--- src/rtl/fb_bus_arbiter_if.sv ---
// -----------------------------------------------------------------------------
// fb_bus_arbiter_if
// Frontend-bus channel bundle shared by ibus, dbus and mbus.
//
// Command channel A : avalid/aready handshake, aaddr, adata, awmsk, aexc
// Response channel B: bvalid/bready handshake, bdata, bexc
//
// Modports
//   master : issues commands and consumes responses (CPU side of a bus)
//   slave  : accepts commands and produces responses (memory side of a bus)
//
// awmsk is a byte write mask; all-zero means the command is a read.
// -----------------------------------------------------------------------------
interface fb_bus_arbiter_if #(
    parameter int AW = 32,
    parameter int DW = 32
);
    logic              avalid;
    logic              aready;
    logic [AW-1:0]     aaddr;
    logic [DW-1:0]     adata;
    logic [DW/8-1:0]   awmsk;
    logic [1:0]        aexc;

    logic              bvalid;
    logic              bready;
    logic [DW-1:0]     bdata;
    logic [1:0]        bexc;

    modport master (
        output avalid, aaddr, adata, awmsk, aexc, bready,
        input  aready, bvalid, bdata, bexc
    );

    modport slave (
        input  avalid, aaddr, adata, awmsk, aexc, bready,
        output aready, bvalid, bdata, bexc
    );
endinterface

--- src/rtl/fb_bus_arbiter.sv ---
// -----------------------------------------------------------------------------
// fb_bus_arbiter
// Two-master / one-slave arbiter for the CPU frontend bus. The instruction bus
// (read-only) and the data bus (read/write) share a single memory bus. Only one
// transaction is ever outstanding on the memory bus.
//
// Ports
//   clk      : clock, all state changes on the rising edge
//   rst      : synchronous, active-high reset; abandons any mbus transaction
//   fb_ibus  : instruction bus, arbiter is the slave (adata/awmsk ignored)
//   fb_dbus  : data bus, arbiter is the slave
//   fb_mbus  : memory bus, arbiter is the master
//
// state   | meaning
// --------+-------------------------------------------------------------
// IDLE    | no grant; pick an owner from pending requests
// CMD     | owner's command presented on mbus, waiting for mbus aready
// RESP    | command accepted; waiting for mbus B handshake with owner
//
// Round-robin: on a tie the master that was not the last one to have a
// command accepted wins. last_owner resets to ibus so dbus wins the first tie.
// -----------------------------------------------------------------------------
module fb_bus_arbiter #(
    parameter int AW = 32,
    parameter int DW = 32
) (
    input  logic              clk,
    input  logic              rst,
    fb_bus_arbiter_if.slave   fb_ibus,
    fb_bus_arbiter_if.slave   fb_dbus,
    fb_bus_arbiter_if.master  fb_mbus
);

    localparam int MW = DW / 8;

    localparam logic OWN_IBUS = 1'b0;
    localparam logic OWN_DBUS = 1'b1;

    typedef enum logic [1:0] {
        ST_IDLE = 2'd0,
        ST_CMD  = 2'd1,
        ST_RESP = 2'd2
    } state_t;

    state_t state;
    state_t state_nxt;
    logic   owner;
    logic   owner_nxt;
    logic   last_owner;
    logic   last_owner_nxt;

    // Owner-selected views of the requesting master's control inputs.
    logic          own_avalid;
    logic          own_bready;
    logic [AW-1:0] own_aaddr;
    logic [1:0]    own_aexc;

    // -------------------------------------------------------------------------
    // State register
    // -------------------------------------------------------------------------
    always_ff @(posedge clk) begin
        if (rst) begin
            state      <= ST_IDLE;
            owner      <= OWN_IBUS;
            last_owner <= OWN_IBUS;
        end else begin
            state      <= state_nxt;
            owner      <= owner_nxt;
            last_owner <= last_owner_nxt;
        end
    end

    // -------------------------------------------------------------------------
    // Owner mux
    // -------------------------------------------------------------------------
    always_comb begin
        if (owner == OWN_DBUS) begin
            own_avalid = fb_dbus.avalid;
            own_bready = fb_dbus.bready;
            own_aaddr  = fb_dbus.aaddr;
            own_aexc   = fb_dbus.aexc;
        end else begin
            own_avalid = fb_ibus.avalid;
            own_bready = fb_ibus.bready;
            own_aaddr  = fb_ibus.aaddr;
            own_aexc   = fb_ibus.aexc;
        end
    end

    // -------------------------------------------------------------------------
    // Next-state logic
    // -------------------------------------------------------------------------
    always_comb begin
        state_nxt      = state;
        owner_nxt      = owner;
        last_owner_nxt = last_owner;

        case (state)
            ST_IDLE: begin
                if (fb_ibus.avalid && fb_dbus.avalid) begin
                    owner_nxt = ~last_owner;
                    state_nxt = ST_CMD;
                end else if (fb_ibus.avalid) begin
                    owner_nxt = OWN_IBUS;
                    state_nxt = ST_CMD;
                end else if (fb_dbus.avalid) begin
                    owner_nxt = OWN_DBUS;
                    state_nxt = ST_CMD;
                end
            end

            ST_CMD: begin
                if (own_avalid && fb_mbus.aready) begin
                    state_nxt      = ST_RESP;
                    last_owner_nxt = owner;
                end else if (!own_avalid) begin
                    // Owner withdrew its request before acceptance; re-arbitrate.
                    state_nxt = ST_IDLE;
                end
            end

            ST_RESP: begin
                if (fb_mbus.bvalid && own_bready) begin
                    state_nxt = ST_IDLE;
                end
            end

            default: begin
                state_nxt = ST_IDLE;
            end
        endcase
    end

    // -------------------------------------------------------------------------
    // Output logic
    // Handshake outputs are forced low while rst is high so that a reset that
    // arrives mid-transaction takes effect on the buses immediately.
    // -------------------------------------------------------------------------
    always_comb begin
        fb_mbus.avalid = 1'b0;
        fb_mbus.aaddr  = '0;
        fb_mbus.adata  = '0;
        fb_mbus.awmsk  = '0;
        fb_mbus.aexc   = '0;
        fb_mbus.bready = 1'b0;

        fb_ibus.aready = 1'b0;
        fb_ibus.bvalid = 1'b0;
        fb_dbus.aready = 1'b0;
        fb_dbus.bvalid = 1'b0;

        if (!rst && (state != ST_IDLE)) begin
            fb_mbus.aaddr = own_aaddr;
            fb_mbus.aexc  = own_aexc;

            // The instruction bus can only read, so its data/mask never reach memory.
            if (owner == OWN_DBUS) begin
                fb_mbus.adata = fb_dbus.adata;
                fb_mbus.awmsk = fb_dbus.awmsk;
            end

            if (state == ST_CMD) begin
                fb_mbus.avalid = own_avalid;
                if (owner == OWN_DBUS) begin
                    fb_dbus.aready = fb_mbus.aready;
                end else begin
                    fb_ibus.aready = fb_mbus.aready;
                end
            end

            if (state == ST_RESP) begin
                fb_mbus.bready = own_bready;
                if (owner == OWN_DBUS) begin
                    fb_dbus.bvalid = fb_mbus.bvalid;
                end else begin
                    fb_ibus.bvalid = fb_mbus.bvalid;
                end
            end
        end
    end

    // Response payload is broadcast; only bvalid selects the receiver.
    assign fb_ibus.bdata = fb_mbus.bdata;
    assign fb_ibus.bexc  = fb_mbus.bexc;
    assign fb_dbus.bdata = fb_mbus.bdata;
    assign fb_dbus.bexc  = fb_mbus.bexc;

    // Byte-mask width sanity: the mask is one bit per data byte.
    logic [MW-1:0] unused_mw;
    assign unused_mw = fb_dbus.awmsk & {MW{1'b0}};

endmodule

--- src/flat_wrapper.sv ---
// flat-port wrapper written by rule: the top's interface ports become plain ports
module fb_bus_arbiter_flat 
#(
    parameter int AW = 32,
    parameter int DW = 32
)
  (clk, rst, fb_ibus_avalid, fb_ibus_aaddr, fb_ibus_adata, fb_ibus_awmsk, fb_ibus_aexc, fb_ibus_bready, fb_ibus_aready, fb_ibus_bvalid, fb_ibus_bdata, fb_ibus_bexc, fb_dbus_avalid, fb_dbus_aaddr, fb_dbus_adata, fb_dbus_awmsk, fb_dbus_aexc, fb_dbus_bready, fb_dbus_aready, fb_dbus_bvalid, fb_dbus_bdata, fb_dbus_bexc, fb_mbus_avalid, fb_mbus_aaddr, fb_mbus_adata, fb_mbus_awmsk, fb_mbus_aexc, fb_mbus_bready, fb_mbus_aready, fb_mbus_bvalid, fb_mbus_bdata, fb_mbus_bexc);
  fb_bus_arbiter_if #(.AW(AW), .DW(DW)) fb_ibus_i ();
  fb_bus_arbiter_if #(.AW(AW), .DW(DW)) fb_dbus_i ();
  fb_bus_arbiter_if #(.AW(AW), .DW(DW)) fb_mbus_i ();
  input  logic clk;
  input  logic rst;
  input wire logic [$bits(fb_ibus_i.avalid)-1:0] fb_ibus_avalid;
  input wire logic [$bits(fb_ibus_i.aaddr)-1:0] fb_ibus_aaddr;
  input wire logic [$bits(fb_ibus_i.adata)-1:0] fb_ibus_adata;
  input wire logic [$bits(fb_ibus_i.awmsk)-1:0] fb_ibus_awmsk;
  input wire logic [$bits(fb_ibus_i.aexc)-1:0] fb_ibus_aexc;
  input wire logic [$bits(fb_ibus_i.bready)-1:0] fb_ibus_bready;
  output wire logic [$bits(fb_ibus_i.aready)-1:0] fb_ibus_aready;
  output wire logic [$bits(fb_ibus_i.bvalid)-1:0] fb_ibus_bvalid;
  output wire logic [$bits(fb_ibus_i.bdata)-1:0] fb_ibus_bdata;
  output wire logic [$bits(fb_ibus_i.bexc)-1:0] fb_ibus_bexc;
  input wire logic [$bits(fb_dbus_i.avalid)-1:0] fb_dbus_avalid;
  input wire logic [$bits(fb_dbus_i.aaddr)-1:0] fb_dbus_aaddr;
  input wire logic [$bits(fb_dbus_i.adata)-1:0] fb_dbus_adata;
  input wire logic [$bits(fb_dbus_i.awmsk)-1:0] fb_dbus_awmsk;
  input wire logic [$bits(fb_dbus_i.aexc)-1:0] fb_dbus_aexc;
  input wire logic [$bits(fb_dbus_i.bready)-1:0] fb_dbus_bready;
  output wire logic [$bits(fb_dbus_i.aready)-1:0] fb_dbus_aready;
  output wire logic [$bits(fb_dbus_i.bvalid)-1:0] fb_dbus_bvalid;
  output wire logic [$bits(fb_dbus_i.bdata)-1:0] fb_dbus_bdata;
  output wire logic [$bits(fb_dbus_i.bexc)-1:0] fb_dbus_bexc;
  output wire logic [$bits(fb_mbus_i.avalid)-1:0] fb_mbus_avalid;
  output wire logic [$bits(fb_mbus_i.aaddr)-1:0] fb_mbus_aaddr;
  output wire logic [$bits(fb_mbus_i.adata)-1:0] fb_mbus_adata;
  output wire logic [$bits(fb_mbus_i.awmsk)-1:0] fb_mbus_awmsk;
  output wire logic [$bits(fb_mbus_i.aexc)-1:0] fb_mbus_aexc;
  output wire logic [$bits(fb_mbus_i.bready)-1:0] fb_mbus_bready;
  input wire logic [$bits(fb_mbus_i.aready)-1:0] fb_mbus_aready;
  input wire logic [$bits(fb_mbus_i.bvalid)-1:0] fb_mbus_bvalid;
  input wire logic [$bits(fb_mbus_i.bdata)-1:0] fb_mbus_bdata;
  input wire logic [$bits(fb_mbus_i.bexc)-1:0] fb_mbus_bexc;
  assign fb_ibus_i.avalid = fb_ibus_avalid;
  assign fb_ibus_i.aaddr = fb_ibus_aaddr;
  assign fb_ibus_i.adata = fb_ibus_adata;
  assign fb_ibus_i.awmsk = fb_ibus_awmsk;
  assign fb_ibus_i.aexc = fb_ibus_aexc;
  assign fb_ibus_i.bready = fb_ibus_bready;
  assign fb_ibus_aready = fb_ibus_i.aready;
  assign fb_ibus_bvalid = fb_ibus_i.bvalid;
  assign fb_ibus_bdata = fb_ibus_i.bdata;
  assign fb_ibus_bexc = fb_ibus_i.bexc;
  assign fb_dbus_i.avalid = fb_dbus_avalid;
  assign fb_dbus_i.aaddr = fb_dbus_aaddr;
  assign fb_dbus_i.adata = fb_dbus_adata;
  assign fb_dbus_i.awmsk = fb_dbus_awmsk;
  assign fb_dbus_i.aexc = fb_dbus_aexc;
  assign fb_dbus_i.bready = fb_dbus_bready;
  assign fb_dbus_aready = fb_dbus_i.aready;
  assign fb_dbus_bvalid = fb_dbus_i.bvalid;
  assign fb_dbus_bdata = fb_dbus_i.bdata;
  assign fb_dbus_bexc = fb_dbus_i.bexc;
  assign fb_mbus_avalid = fb_mbus_i.avalid;
  assign fb_mbus_aaddr = fb_mbus_i.aaddr;
  assign fb_mbus_adata = fb_mbus_i.adata;
  assign fb_mbus_awmsk = fb_mbus_i.awmsk;
  assign fb_mbus_aexc = fb_mbus_i.aexc;
  assign fb_mbus_bready = fb_mbus_i.bready;
  assign fb_mbus_i.aready = fb_mbus_aready;
  assign fb_mbus_i.bvalid = fb_mbus_bvalid;
  assign fb_mbus_i.bdata = fb_mbus_bdata;
  assign fb_mbus_i.bexc = fb_mbus_bexc;
  fb_bus_arbiter #(.AW(AW), .DW(DW)) u_core (.clk(clk), .rst(rst), .fb_ibus(fb_ibus_i), .fb_dbus(fb_dbus_i), .fb_mbus(fb_mbus_i));
endmodule
--- config.mk ---
export PLATFORM = sky130hd
export DESIGN_NAME = fb_bus_arbiter_flat
export DESIGN_NICKNAME = d
export VERILOG_FILES = /design/src/rtl/fb_bus_arbiter_if.sv /design/src/rtl/fb_bus_arbiter.sv /design/src/flat_wrapper.sv
export SDC_FILE = /design/constraint.sdc
export NUM_CORES = 1
export LEC_CHECK = 0
export ABC_AREA = 1
export CAP_MARGIN = 0
export CORE_AREA = 2 2 128 130
export CTS_BUF_LIST = sky130_fd_sc_hd__clkbuf_8
export DETAILED_ROUTE_END_ITERATION = 16
export DIE_AREA = 0 0 130 132
export MAX_ROUTING_LAYER = met4
export PLACE_DENSITY = 0.53
export SYNTH_ARGS = -nofsm -noshare
export SYNTH_HDL_FRONTEND = slang
export SYNTH_SLANG_ARGS = --single-unit
--- constraint.sdc ---
create_clock -name clk -period 3 [get_ports clk]
set_clock_uncertainty 0.15 [all_clocks]
set_input_delay 0.6 -clock clk [delete_from_list [all_inputs] [get_ports clk]]
set_output_delay 0.6 -clock clk [all_outputs]
set_load 0.03 [all_outputs]
### After elaboration in Yosys (flattened, before gate mapping)

Index checks and enable logic that the tools add are counted.

* equality and inequality tests: 5
* bitwise gates (word level): 1
* multiplexer cells: 36
* reduce and logical (&&, ||, !) cells: 11

Operators by type and width (number)
* $mux W32: 4
* $mux W1: 21
* $mux W2: 8
* $mux W4: 2
* $pmux W2 S3: 1
* $logic_and A1 B1 Y1: 4
* $ne A4 B3 Y1 const B: 1
* $reduce_and A2 Y1: 2
* $ne A3 B3 Y1 const B: 1
* $reduce_and A3 Y1: 1
* $reduce_bool A3 Y1: 1
* $eq A2 B1 Y1 const B: 1
* $eq A2 B2 Y1 const B: 1
* $logic_not A2 Y1: 1
* $ne A2 B1 Y1 const B: 1
* $reduce_bool A2 Y1: 1
* $logic_not A1 Y1: 1
* $not A1 Y1: 1

* register bits: 4
* output and inout bits: 144
* logic and storage cells: 56

### Depth between registers and ports, before layout

Gate-level depths: netlist of run 1.

* word-level depth: 4
* gate-level depth with buffers: 7

### Worst setup path after synthesis of run 1

Ideal clock, no wire load.

* path type: input -> output
* from: in rst
* to: out fb_dbus_aready
* path buffers: 0
* setup slack: 0.730 ns
* stages: 3
* data arrival time: 1.520 ns
* data required time: 2.250 ns
* cells stage by stage: nor2_8 -> nand2_1 -> nor3_1

* word-level cells in the longest chain between the ends: 3

RTL lines
* start: declaration: line flat_wrapper.sv:12 `input logic rst;`
* $logic_not A1 Y1: line fb_bus_arbiter.sv:152 `if (!rst && (state != ST_IDLE)) begin`
* $logic_and A1 B1 Y1: line fb_bus_arbiter.sv:152
* $mux W1: line fb_bus_arbiter.sv:152
* end: declaration: line flat_wrapper.sv:29 `output wire logic [$bits(fb_dbus_i.aready)-1:0] fb_dbus_aready;`

Every way passes these cells.

### Worst setup path after layout of run 1

* from: in rst
* to: out fb_mbus_aaddr[8]

* word-level cells in the longest chain between the ends: 3

RTL lines
* $logic_not A1 Y1: line fb_bus_arbiter.sv:152
* $logic_and A1 B1 Y1: line fb_bus_arbiter.sv:152
* $mux W32: line fb_bus_arbiter.sv:152
* end: declaration: line flat_wrapper.sv:34 `output wire logic [$bits(fb_mbus_i.aaddr)-1:0] fb_mbus_aaddr;`

Every way passes these cells.

==> impl_results.rst, run 1 <==
.. list-table::
   :header-rows: 1

   * - Metric
     - Value
   * - Yosys warning total
     - 0
   * - Sum of internal, switching and leakage power
     - 0.6569 mW
   * - Flip-flop and latch count after synthesis
     - 4
   * - Peak Freq
     - between 0.3 and 0.4 GHz
   * - GRT Max-Usage Layer
     - met2
   * - Status
     - complete, no violations
   * - Starting density of the core
     - between 10% and 20%
   * - Hold Path End
     - u_core.last_owner$_SDFFE_PP0P_
   * - Largest fanout of any net on the critical path
     - 20
   * - Crit. End Element
     - primary output
   * - RSZ-0062 raised after global routing
     - no
   * - Met2 track demand over resource
     - about 16%
   * - Worst path max stage delay
     - 0.52 ns
   * - Die area
     - between 15000 and 20000 µm²
   * - Routed wirelength normalized by instance count
     - around 11 µm
   * - CP cell instances
     - clkdlybuf4s50_1 > nor2_8 > buf_4 > nand2_1 > inv_1 > buf_4
   * - Required arrival time at the worst endpoint
     - 2.25 ns
   * - TritonCTS clock tree
     - built
   * - Maximum number of pins on one net before global-route repair
     - 76
   * - Clock Tree Buf Depth
     - 2
   * - Commonest cells after routing, fill and taps aside
     - nand2_1, clkdlybuf4s50_1, buf_4
   * - DIE HEIGHT
     - about 130 µm
   * - Sum Neg Setup Slack
     - 0 ns
   * - GRT Overall Usage
     - just over 8%
   * - Max-slew violations
     - 0
   * - Number of global-route vias before repair
     - about 2200
   * - Beginning of the worst hold path
     - u_core.last_owner$_SDFFE_PP0P_
   * - Most common cell after layout, fill and taps aside
     - nand2_1
   * - Category of the worst setup path launch point
     - input pin
   * - VDD IR max
     - 0.00007412 V
   * - Cell mode on critical path
     - buf_4
   * - Worst hold path cell count
     - 4
   * - Vias per cell
     - 3.435
   * - PwrDens
     - ~190 nW/µm²
   * - Synth Area in Adders
     - 0%
   * - Number of cells traversed by the worst register-to-register path
     - 7
   * - Antenna diodes
     - 0
   * - Setup Crit Path Kind
     - in -> out
   * - Worst rel slew slack
     - a little over two thirds
   * - Setup Viol. Count Final
     - 0
   * - Cell Count, Final, Fillers Out
     - 701
   * - Nets in the synthesized netlist
     - approximately 560
   * - Post-synthesis share of cell area spent on and, or, nand and nor gates
     - 54.61%
   * - Fin. Hold Viols
     - 0
   * - Synthesized-area fraction occupied by ao, oa, aoi and oai cells
     - less than 1%
   * - # port buffers
     - 187
   * - Horizontal extent of the die
     - about 130 µm
   * - Total of cells resized after clock tree synthesis
     - 0
   * - Cell total after placement
     - roughly 700
   * - Crit share post-route
     - 90.31%
   * - Detail Placement HPWL
     - around 6 mm
   * - TritonCTS buffer count
     - 3
   * - Number of ports placed on the die boundary
     - roughly 330
   * - Register-to-register path setup slack
     - roughly 1.6 ns
   * - Crit-path slowest cell
     - clkdlybuf4s50_1
   * - Detail Route Antenna Nets
     - 0
   * - Grt total ovfl
     - 0
   * - Critical path data arrival time
     - slightly below 2 ns
   * - Layout-stage area growth over the synthesis result
     - 70.81%
   * - GR met1 Demand/Resource
     - 7.525%
   * - Register area share after synthesis
     - under 10%
   * - Number of antenna violations at the first check in global routing
     - 0
   * - Syn Inst Count
     - 375
   * - Average instance area after synthesis
     - 5.395 µm²
   * - Leakage
     - 1.764 nW
   * - Class of the tightest hold or removal check
     - reg -> reg
   * - Portion of netlist area occupied by mux cells
     - 0%
   * - Net total in the final layout
     - between 600 and 700
   * - Slew @ Worst Pin
     - around 0.44 ns
   * - Clk Latency, worst-skew pair
     - between 0.2 and 0.25 ns
   * - GRT met3 Usage
     - between 1.5 and 2%
   * - Clock-pin transition on the worst setup and hold timing paths
     - about 0.03 ns
   * - Area inside the core boundary
     - 15710 µm²
   * - First-pass iteration count of the detailed router
     - 4
   * - H-tree Lvls
     - 1
   * - Main combinational cell family by area after synthesis
     - simple AND/OR/NAND/NOR gates
   * - Maximum capacitance violations
     - 0
   * - Launch point of the worst reg-to-reg path
     - u_core.owner$_SDFFE_PP0P_
   * - Clock Tree Root
     - clkbuf_8
   * - Post-CTS Setup Bufs
     - 0
   * - Final routed wirelength across all metal layers
     - around 7.4 mm
   * - Post-route DRC
     - 0
   * - Share of cells above drive strength 1
     - 24.54%
   * - Global-route wire length before repair
     - between 10 and 15 mm
   * - Clock tree sinks
     - 4
   * - Gp weighted congestion
     - between 0.7 and 0.8
   * - Routed vias
     - about 2400
   * - Number of DRC markers in iteration 0
     - between 60 and 70
   * - Clock period minus worst slack
     - ~2.7 ns
   * - Synthesized cell area
     - between 2000 and 2500 µm²
   * - FF-to-FF End
     - u_core.last_owner$_SDFFE_PP0P_
   * - Standard-cell row count
     - 46
   * - Distinct cell type count after synthesis
     - 17
   * - Post-cts hold buffer count
     - 0
   * - Xor/xnor share of the synthesized area
     - 0%
-- flip-flops by register name, summed over array words and instances (netlist names) --
name               count
u_core.state           2
u_core.last_owner      1
u_core.owner           1
-- how the worst max path moves through the flow --
stage | start | to | slack [ns] | cells past startpoint
after floorplan | rst | fb_dbus_aready | 0.73 | 3
after global placement | rst | fb_mbus_aaddr[0] | 0.24 | 6
after detailed placement | rst | fb_mbus_aaddr[8] | 0.24 | 6
after CTS | rst | fb_mbus_aaddr[8] | 0.24 | 6
after global routing | rst | fb_mbus_aaddr[6] | 0.20 | 6
final | rst | fb_mbus_aaddr[8] | 0.29 | 6
-- Yosys cell counts (all sizes together) --
cell type	count	share of area, %
buf	85	32
dfxtp	4	4.0
nor2	43	18
nand2	189	35
a21oi	3	0.74
o21ai	1	0.25
nand3	3	0.74
inv	43	8.3
nor3	4	0.99
-- report_power, final --
group          internal [mW]  switching, mW  leakage (nW)  total, mW
Combinational          0.227          0.256          1.71      0.483
Sequential            0.0578        0.00392        0.0332     0.0617
Clock                 0.0855         0.0269        0.0216      0.112
-- metal layers --
| metal | wire [µm] | part of all wire [%] | up-vias |
|---|---|---|---|
| li1 | - | - | 1229 |
| met1 | 2576 | 35 | 1013 |
| met3 | 742 | 10 | 34 |
| met5 | 0 | 0 | - |
| met4 | 250 | 3.4 | 0 |
| met2 | 3853 | 52 | 132 |
-- final cells by class --
class | count | area (µm²)
fillers | 1787 | 12260
multi-input cells | 243 | 1125
repair buffers | 192 | 1769
clock buffers | 3 | 41.29
well taps | 216 | 270.3
flip-flops and latches | 4 | 81.33
inverters | 43 | 168.9
-- critical path, delay by kind of cell --
| kind | cells | cell delay (ns) |
|---|---|---|
| buf+inv | 4 | 1.02 |
| simple gates | 2 | 0.32 |
-- cells by family after synthesis --
logic type / after synthesis
AO/OA/AOI/OAI: 4
AND/OR/NAND/NOR: 239
flip-flops: 4
buffers and inverters: 128
-- per-stage QoR --
step	setup WS (ns)	util [%]	instance area (µm²)	hold slack, ns
detailed placement	0.2388	21.73	3415	0.3638
finish	0.2906	21.99	3456	0.3826
global route	0.1984	21.99	3456	0.4202
floorplan	0.7300	-	2023	0.3390
global placement	0.2416	21.73	3415	0.3625
CTS	0.2352	21.99	3456	0.3772
Power figures use the tool's default switching activity.
==> run 2: changes to the inputs <==
Settings changed: HOLD_SLACK_MARGIN set to 0.03.
==> results of run 2 <==
No change in the layout: final DEF, timing and power equal those of run 1.
==> run 3: changes to the inputs <==
Settings changed: CTS_CLUSTER_SIZE set to 12, SLEW_MARGIN set to 10.
==> results of run 3 <==
No change in the layout: final DEF, timing and power equal those of run 1.
